--- src/rtl/calc_pkg.sv ---
// calc_pkg: shared types and constants for the calculator sequencer.
//   calc_state_t  sequencer state encoding (STATE_W bits)
//   OP_DIV_BIT    position of the divide opcode in the one-hot op vector
//   calc_digits   number of seven-segment hex digits for given W/RW
package calc_pkg;

    localparam int STATE_W = 3;

    typedef enum logic [STATE_W-1:0] {
        S_IDLE  = 3'd0,
        S_ISSUE = 3'd1,
        S_WAIT  = 3'd2,
        S_DONE  = 3'd3,
        S_HALT  = 3'd4
    } calc_state_t;

    localparam int OP_DIV_BIT = 0;

    // {A, B, result} displayed as hex nibbles
    function automatic int calc_digits(input int w, input int rw);
        return (2 * w + rw) / 4;
    endfunction

endpackage

--- src/rtl/calc_btn_edge.sv ---
// calc_btn_edge: rising-edge detector over NOP button lines with a priority
// pick; the highest newly pressed button wins, the others are dropped.
//   clk   in   clock
//   rst   in   synchronous active-high reset
//   btn   in   NOP  debounced button levels
//   pick  out  NOP  registered one-hot request (or zero), valid one cycle
module calc_btn_edge
    import calc_pkg::*;
#(
    parameter int NOP = 4
) (
    input  logic           clk,
    input  logic           rst,
    input  logic [NOP-1:0] btn,
    output logic [NOP-1:0] pick
);

    logic [NOP-1:0] btn_q;
    logic [NOP-1:0] req;
    logic [NOP-1:0] pick_d;

    assign req = btn & ~btn_q;

    // Ascending scan so the highest set bit overwrites any lower one.
    always_comb begin
        pick_d = '0;
        for (int i = 0; i < NOP; i++) begin
            if (req[i]) begin
                pick_d    = '0;
                pick_d[i] = 1'b1;
            end
        end
    end

    always_ff @(posedge clk) begin
        if (rst) begin
            btn_q <= '0;
            pick  <= '0;
        end else begin
            btn_q <= btn;
            pick  <= pick_d;
        end
    end

endmodule

--- src/rtl/calc_ctrl_param.sv ---
// calc_ctrl_param: calculator sequencer between board switches/buttons and a
// multi-cycle ALU. Latches operands and a one-hot opcode on a button press,
// issues one ALU operation, registers its result and drives the display.
//   clk, rst          clock, synchronous active-high reset
//   sw_i              {A, B} operand switches
//   btn_i             one-hot op request buttons (bit OP_DIV_BIT = divide)
//   acc_mode_i        take A from result_o[W-1:0] instead of the switches
//   clr_i             leave HALT
//   alu_start_o/op_o/a_o/b_o   ALU request side
//   alu_busy_i/res_i           ALU completion side
//   result_o          last good result
//   seg_num_o/en_o    {A, B, result} hex digits and their enables
//   err_div0_o/tmo_o  halt reasons
//
// state   | meaning
// --------+---------------------------------------------------------------
// S_IDLE  | waiting for a request, operand digits shown
// S_ISSUE | one-cycle ALU start pulse
// S_WAIT  | waiting for busy 1->0, bounded by TIMEOUT cycles
// S_DONE  | result shown; accepts the next request like IDLE
// S_HALT  | divide-by-zero or timeout, display dark until clr_i
module calc_ctrl_param
    import calc_pkg::*;
#(
    parameter int W       = 4,
    parameter int RW      = 2 * W,
    parameter int NOP     = 4,
    parameter int TIMEOUT = 64
) (
    input  logic                              clk,
    input  logic                              rst,
    input  logic [2*W-1:0]                    sw_i,
    input  logic [NOP-1:0]                    btn_i,
    input  logic                              acc_mode_i,
    input  logic                              clr_i,
    output logic                              alu_start_o,
    output logic [NOP-1:0]                    alu_op_o,
    output logic [W-1:0]                      alu_a_o,
    output logic [W-1:0]                      alu_b_o,
    input  logic                              alu_busy_i,
    input  logic [RW-1:0]                     alu_res_i,
    output logic [RW-1:0]                     result_o,
    output logic [2*W+RW-1:0]                 seg_num_o,
    output logic [calc_digits(W, RW)-1:0]     seg_en_o,
    output logic                              err_div0_o,
    output logic                              err_tmo_o
);

    localparam int DIGITS = calc_digits(W, RW);
    localparam int TW     = (TIMEOUT > 2) ? $clog2(TIMEOUT) : 1;

    localparam logic [DIGITS-1:0] MASK_OPS = {{(2 * W / 4){1'b1}}, {(RW / 4){1'b0}}};
    localparam logic [DIGITS-1:0] MASK_ALL = '1;
    localparam logic [DIGITS-1:0] MASK_OFF = '0;
    localparam logic [TW-1:0]     TMO_LAST = TW'(TIMEOUT - 1);

    calc_state_t    state;
    logic [NOP-1:0] req;
    logic           busy_q;
    logic [TW-1:0]  tmo_cnt;
    logic [W-1:0]   sw_a;
    logic [W-1:0]   sw_b;

    assign sw_a = sw_i[2*W-1:W];
    assign sw_b = sw_i[W-1:0];

    calc_btn_edge #(.NOP(NOP)) u_btn_edge (
        .clk  (clk),
        .rst  (rst),
        .btn  (btn_i),
        .pick (req)
    );

    assign seg_num_o = {alu_a_o, alu_b_o, result_o};

    always_ff @(posedge clk) begin
        if (rst) begin
            state       <= S_IDLE;
            busy_q      <= 1'b0;
            tmo_cnt     <= '0;
            alu_start_o <= 1'b0;
            alu_op_o    <= '0;
            alu_a_o     <= '0;
            alu_b_o     <= '0;
            result_o    <= '0;
            seg_en_o    <= '0;
            err_div0_o  <= 1'b0;
            err_tmo_o   <= 1'b0;
        end else begin
            busy_q      <= alu_busy_i;
            alu_start_o <= 1'b0;

            case (state)
                S_IDLE, S_DONE: begin
                    seg_en_o <= (state == S_DONE) ? MASK_ALL : MASK_OPS;
                    if (|req) begin
                        if (req[OP_DIV_BIT] && (sw_b == '0)) begin
                            state      <= S_HALT;
                            err_div0_o <= 1'b1;
                            alu_op_o   <= '0;
                            seg_en_o   <= MASK_OFF;
                        end else begin
                            state       <= S_ISSUE;
                            alu_start_o <= 1'b1;
                            alu_op_o    <= req;
                            alu_a_o     <= acc_mode_i ? result_o[W-1:0] : sw_a;
                            alu_b_o     <= sw_b;
                            seg_en_o    <= MASK_OPS;
                        end
                    end
                end

                S_ISSUE: begin
                    state    <= S_WAIT;
                    tmo_cnt  <= '0;
                    seg_en_o <= MASK_OPS;
                end

                S_WAIT: begin
                    // A completion on the last allowed cycle still counts.
                    if (busy_q && !alu_busy_i) begin
                        state    <= S_DONE;
                        result_o <= alu_res_i;
                        seg_en_o <= MASK_ALL;
                    end else if (tmo_cnt == TMO_LAST) begin
                        state     <= S_HALT;
                        err_tmo_o <= 1'b1;
                        alu_op_o  <= '0;
                        seg_en_o  <= MASK_OFF;
                    end else begin
                        tmo_cnt <= tmo_cnt + 1'b1;
                    end
                end

                S_HALT: begin
                    alu_op_o <= '0;
                    seg_en_o <= MASK_OFF;
                    if (clr_i) begin
                        state      <= S_IDLE;
                        err_div0_o <= 1'b0;
                        err_tmo_o  <= 1'b0;
                        seg_en_o   <= MASK_OPS;
                    end
                end

                default: begin
                    // Corrupted encoding: park safely, no error reason claimed.
                    state      <= S_HALT;
                    alu_op_o   <= '0;
                    err_div0_o <= 1'b0;
                    err_tmo_o  <= 1'b0;
                    seg_en_o   <= MASK_OFF;
                end
            endcase
        end
    end

endmodule
--- config.mk ---
export PLATFORM = sky130hd
export DESIGN_NAME = calc_ctrl_param
export DESIGN_NICKNAME = d
export VERILOG_FILES = /design/src/rtl/calc_pkg.sv /design/src/rtl/calc_btn_edge.sv /design/src/rtl/calc_ctrl_param.sv
export SDC_FILE = /design/constraint.sdc
export NUM_CORES = 1
export LEC_CHECK = 0
export ABC_AREA = 1
export CAP_MARGIN = 5
export CORE_MARGIN = 3
export CORE_UTILIZATION = 46
export DETAILED_ROUTE_END_ITERATION = 8
export HOLD_SLACK_MARGIN = 0.06
export PLACE_DENSITY = 0.86
export SLEW_MARGIN = 40
export SYNTH_ARGS = -nofsm -noshare
export SYNTH_HDL_FRONTEND = slang
export SYNTH_SLANG_ARGS = --single-unit
--- constraint.sdc ---
create_clock -name clk -period 1.7 [get_ports clk]
set_clock_uncertainty 0.15 [all_clocks]
set_input_delay 0.34 -clock clk [delete_from_list [all_inputs] [get_ports clk]]
set_output_delay 0.34 -clock clk [all_outputs]
set_load 0.1 [all_outputs]
==> results of run 1 <==
## layout by cell type, fill, tap and decap left out, types with 2 or more instances in the layout
cell type,count
dfxtp_2,20
clkdlybuf4s50_1,24
dfxtp_1,23
o21ai_0,17
nand2_2,6
nand2_4,3
nor2_4,3
clkbuf_8,5
nor2_8,2
buf_4,9
nor2_1,65
a21oi_1,14
nand2_1,48
or2_2,2
nand3_1,13
xor2_1,2
mux2i_1,4
inv_1,27
nor2_2,3
buf_12,44
## final timing paths
kind                       start                 end  slack, ps  cells after the start
max                     state[0]          alu_b_o[2]        120                      8
min          u_btn_edge.btn_q[0]  u_btn_edge.pick[0]        260                      1
max reg2reg             state[0]          alu_b_o[2]        120                      8
min reg2reg  u_btn_edge.btn_q[0]  u_btn_edge.pick[0]        260                      1
## sequential cells by signal, summed over array words and instances (netlist names), 2 cells and up
register          count
alu_a_o               4
alu_b_o               4
alu_op_o              4
result_o              8
seg_en_o              2
state                 3
tmo_cnt               6
u_btn_edge.btn_q      4
u_btn_edge.pick       4
## cell families (layout without fill, tap and decap cells)
| kind of cell | Yosys count | count (layout) | synth area share [%] |
|---|---|---|---|
| AO/OA/AOI/OAI | 34 | 34 | 8.36 |
| XOR/XNOR | 2 | 2 | 0.842 |
| adder cells (fa/ha/maj) | 1 | 1 | 0.601 |
| buffers and inverters | 54 | 116 | 13.7 |
| flip-flops | 43 | 43 | 41.4 |
| multiplexers | 4 | 4 | 1.92 |
| AND/OR/NAND/NOR | 150 | 150 | 33.2 |
## metrics by stage
stage / cells / setup TNS (ps)
finish: 400 / 0
detailed placement: 392 / -2690
CTS: 400 / 0
global route: 400 / -15.1
floorplan: 288 / 0
global placement: 392 / -1660
## cell type report
type	instances	area, um^2
inverter	31	124
fill	252	855
tap	50	62.6
sequential	43	886
clock inverter	3	43.8
clock buffer	5	68.8
timing repair buffer	77	1190
multi-input combinational	191	945
## power breakdown
group          internal, uW  switching, uW  leakage (uW)
Combinational          1270           2510       0.00108
Sequential             1240            298      0.000361
Clock                   437            361     0.0000581
Total                  2950           3170       0.00150
## per-layer routing
layer	GRT usage [%]	vias up	routed length, um
met5	0	-	0
met4	8.20	0	94
met3	6.84	10	451
met2	38.4	85	2690
met1	24.1	901	2050
li1	-	1004	-
==> flow_summary.json, run 1 <==
{
  "grtUsageTotal_pct": 21.7,
  "clk_latency_ps": 300,
  "syn_to_final_growth_pct": 59.5,
  "syn_inst": 288,
  "drive_above_1_share_pct": 29.7,
  "syn_avg_cell_area_um2": 7.22,
  "synth_flop_cell": "dfxtp_1",
  "drcViolationCount": 0,
  "core-area_um2": 4170,
  "place.gp.congestion": 0.907,
  "grt_antenna_before_repair": 0,
  "cts.sinks": 43,
  "cts_resized": 0,
  "worstPathMaxFanout": 9,
  "cts_buffer_depth": 2,
  "crit_chain": "nor2_2, nand2_1, nand2_2, nand2_4, nor2_8, inv_4, nor2_1, nor2_1",
  "first_iter_violations": 106,
  "place_ws_ps": -161,
  "diodes": 0,
  "critical_path_arrival_ps": 1620,
  "synthDominantCellAreaShare_pct": 41.4,
  "hpwl_um": 4060,
  "yosysWarnings": 0,
  "cp_common_cell": "nor2_1",
  "synth_edf_count": 0,
  "ioPinCount": 68,
  "fp.dieH_um": 73.3,
  "synthesis.nets": 314,
  "tightest_slew_ps": 248,
  "synth-seq-area-share_pct": 41.4,
  "cap_viol_max_count": 0,
  "cts_root_buf": "clkbuf_8",
  "worst_hold_slack_ps": 257,
  "drv_slew": 0,
  "fmaxAchievable_ghz": 0.631,
  "htree_levels": 2,
  "synth_largest_area_cell": "dfxtp_1",
  "synth_area_um2": 2080,
  "die_x_um": 73.3,
  "cts_setup_buffers": 0,
  "period_needed_ps": 1580,
  "path_class": "flip-flop to flip-flop",
  "fin_util_pct": 79.5,
  "fin_nets": 375,
  "power.total_uw": 6120,
  "cp.required_ps": 1740,
  "synth-async-reset-ratio_pct": 0,
  "worstSetupEndpointType": "flip-flop",
  "placed_area_um2": 3190,
  "path_clk_slew_ps": 80,
  "synth_area_leaders": "dfxtp_1, nor2_1, nand2_1",
  "irDropWorstVdd_uv": 1150,
  "design_area_um2": 3320,
  "cts_hold_buf": 0,
  "grt_overflow_total": 0,
  "period_share_pct": 93.2,
  "synth_cell_type_count": 31,
  "finalHoldViolCount": 0,
  "power_leakage_uw": 0.00150,
  "rows": 23,
  "cts_tree": "built",
  "slowest_delay_ps": 370,
  "wl_um": 5290,
  "cts_inserted_buffers": 5,
  "grt_first_pass_wirelength_um": 9000,
  "initial_core_util_pct": 49.9,
  "ant_nets": 0,
  "critPathBufInv": 1,
  "die_area_um2": 5370,
  "cellPowerDensity_nw_per_um2": 1840,
  "io_buffers": 67,
  "grt_max_degree": 28,
  "grt_pass1_vias": 1936,
  "worst_slack_ps": 115,
  "yosysMostFrequentCell": "nor2_1",
  "slew_headroom_pct": 83.4,
  "synthTopCellsByCount": "nor2_1, nand2_1, dfxtp_1",
  "hold_path.class": "flip-flop to flip-flop",
  "setup_violations": 0,
  "crit_slowest_cell": "dfxtp_1",
  "status": "completed",
  "wl_per_cell_um": 13.2,
  "viasPerCell": 5.00,
  "setup.worst_path.start_class": "flip-flop",
  "drtPass1Iterations": 5,
  "ys_ff_latch": 43,
  "critical-path-top-delay-family": "simple AND/OR/NAND/NOR gates",
  "via_count": 2000
}
No activity file was read; power rests on OpenSTA's default activity.
==> inputs of run 2 (changes only) <==
--- a/config.mk
+++ b/config.mk
@@ -7,11 +7,15 @@
 export LEC_CHECK = 0
 export ABC_AREA = 1
 export CAP_MARGIN = 5
+export CELL_PAD_IN_SITES_DETAIL_PLACEMENT = 1
+export CELL_PAD_IN_SITES_GLOBAL_PLACEMENT = 1
 export CORE_MARGIN = 3
-export CORE_UTILIZATION = 46
+export CORE_UTILIZATION = 32
+export CTS_CLUSTER_DIAMETER = 200
 export DETAILED_ROUTE_END_ITERATION = 8
 export HOLD_SLACK_MARGIN = 0.06
 export PLACE_DENSITY = 0.86
+export REMOVE_ABC_BUFFERS = 1
 export SLEW_MARGIN = 40
 export SYNTH_ARGS = -nofsm -noshare
 export SYNTH_HDL_FRONTEND = slang
==> run 2 against run 1 <==
Via count rose by 1.9%. Clock power fell by 15%. Critical path depth did not move. Worst hold slack got worse by 13 ps. Power fell by 0.47%. Critical endpoint unchanged. Highest routed layer unchanged.
==> flow_summary.json, run 2 (synthesized netlist as in run 1, its figures left out) <==
{
  "finalHoldViolCount": 0,
  "power.total_uw": 6090,
  "wl_met3_um": 338,
  "syn_to_final_growth_pct": 59.7,
  "grt_max_degree": 18,
  "cts_setup_buffers": 0,
  "path_clk_slew_ps": 90,
  "grt_antenna_before_repair": 0,
  "largest_reg_flops": 8,
  "via_count": 2038,
  "worstSetupEndpointType": "flip-flop",
  "grt_overflow_total": 0,
  "rows": 28,
  "largest_register": "result_o",
  "ant_nets": 0,
  "fin_cells": 427,
  "slew_headroom_pct": 81.8,
  "fp.dieH_um": 86.6,
  "cap_viol_max_count": 0,
  "power_leakage_uw": 0.00148,
  "register_area_um2": 865,
  "drive_above_1_share_pct": 25.3,
  "cts_hold_buf": 0,
  "multiInputGateArea_um2": 963,
  "highest_layer": "met4",
  "core-area_um2": 6100,
  "cp_common_cell": "nor2_1",
  "fin_nets": 377,
  "place_ws_ps": -223,
  "period_needed_ps": 1580,
  "die_area_um2": 7510,
  "ioPinCount": 68,
  "hpwl_um": 5010,
  "cts_root_buf": "clkbuf_8",
  "drv_slew": 0,
  "htree_levels": 2,
  "cts.sinks": 43,
  "fill_cells": 730,
  "grt_first_pass_wirelength_um": 10200,
  "numPlacedInstances": 418,
  "diodes": 0,
  "cellPowerDensity_nw_per_um2": 1830,
  "fmaxAchievable_ghz": 0.634,
  "wl_per_cell_um": 14.7,
  "path_class": "flip-flop to flip-flop",
  "final_cell_mix": "nor2_1, nand2_1, buf_12",
  "drcViolationCount": 0,
  "top_regs": "result_o x8, tmo_cnt x6",
  "layout_commonest_cell": "nor2_1",
  "crit_slowest_cell": "dfxtp_1",
  "clk_latency_ps": 300,
  "wl_met2_um": 3290,
  "wl_um": 6280,
  "place.gp.congestion": 0.870,
  "die_x_um": 86.6,
  "cp.required_ps": 1750,
  "critPathBufInv": 2,
  "grt_pass1_vias": 2151,
  "cts_inserted_buffers": 5,
  "status": "completed",
  "tightest_slew_ps": 272,
  "setup.worst_path.start_class": "flip-flop",
  "period_share_pct": 92.8,
  "cts_buffer_depth": 2,
  "hold_path.class": "flip-flop to flip-flop",
  "wl_met1_um": 2580,
  "setup_violations": 0,
  "cts_tree": "built",
  "critical-path-top-delay-family": "simple AND/OR/NAND/NOR gates",
  "worst_slack_ps": 122,
  "grtUsageTotal_pct": 17.4,
  "io_buffers": 67,
  "initial_core_util_pct": 34.1,
  "irDropWorstVdd_uv": 1130,
  "crit_chain": "inv_1, nand3_1, nand2_2, nand2_4, nor2_8, inv_4, nor2_1, nor2_1",
  "first_iter_violations": 49,
  "worstPathMaxFanout": 9,
  "drtPass1Iterations": 4,
  "slowest_delay_ps": 370,
  "reg2reg_slack_ps": 120,
  "finalSetupTns_ps": 0,
  "critical_path_arrival_ps": 1620,
  "viasPerCell": 4.77
}
-- run 2: cell types whose count changed in the layout (fill, tap and decap cells not counted), sizes merged --
cell,previous run,this run
clkinv,3,1
bufinv,1,0
clkinvlp,0,2
nor2,73,74
buf,53,54
inv,30,31
-- run 2: worst paths after layout --
| path | depth (start not counted) | startpoint | to |
|---|---|---|---|
| worst min-delay path | 1 | u_btn_edge.btn_q[0] | u_btn_edge.pick[0] |
| worst max register to register | 8 | state[2] | alu_b_o[2] |
| worst max-delay path | 8 | state[2] | alu_b_o[2] |
| worst min register to register | 1 | u_btn_edge.btn_q[0] | u_btn_edge.pick[0] |
-- run 2: worst reg2reg max path: cells and delay by family, from the launching register on --
family / cells / cell delay [ps]
simple gates: 6 / 730
flops: 1 / 370
buf+inv: 2 / 220
-- run 2: per-layer routing --
metal / vias up / global-route usage (%)
li1: 1004 / -
met1: 957 / 19.3
met2: 72 / 33.3
met3: 5 / 3.33
met4: 0 / 4.67
met5: - / 0
-- run 2: stage by stage --
stage,util [%],instance area [um^2],hold slack [ps]
2_1_floorplan,-,1920,225
3_3_place_gp,52.4,3200,231
3_5_place_dp,52.4,3200,234
4_1_cts,54.0,3290,248
5_1_grt,54.5,3320,279
6_report,54.5,3320,245
-- run 2: power breakdown --
part / switching [uW] / internal, uW
clock: 383 / 294
combinational: 2600 / 1290
sequential: 297 / 1230
-- run 2: what timing repair did --
item | CTS | global route
setup endpoints to repair | 0 | 15
hold endpoints to repair | 0 | 0
resized for setup | 0 | 9
-- run 2: cell type report --
cell class,count,area share [%]
well taps,75,2.82
clock inverters,3,0.716
multi-input cells,192,29.0
repair buffers,78,35.6
clock buffers,5,2.07
inverters,31,3.73
flip-flops and latches,43,26.0
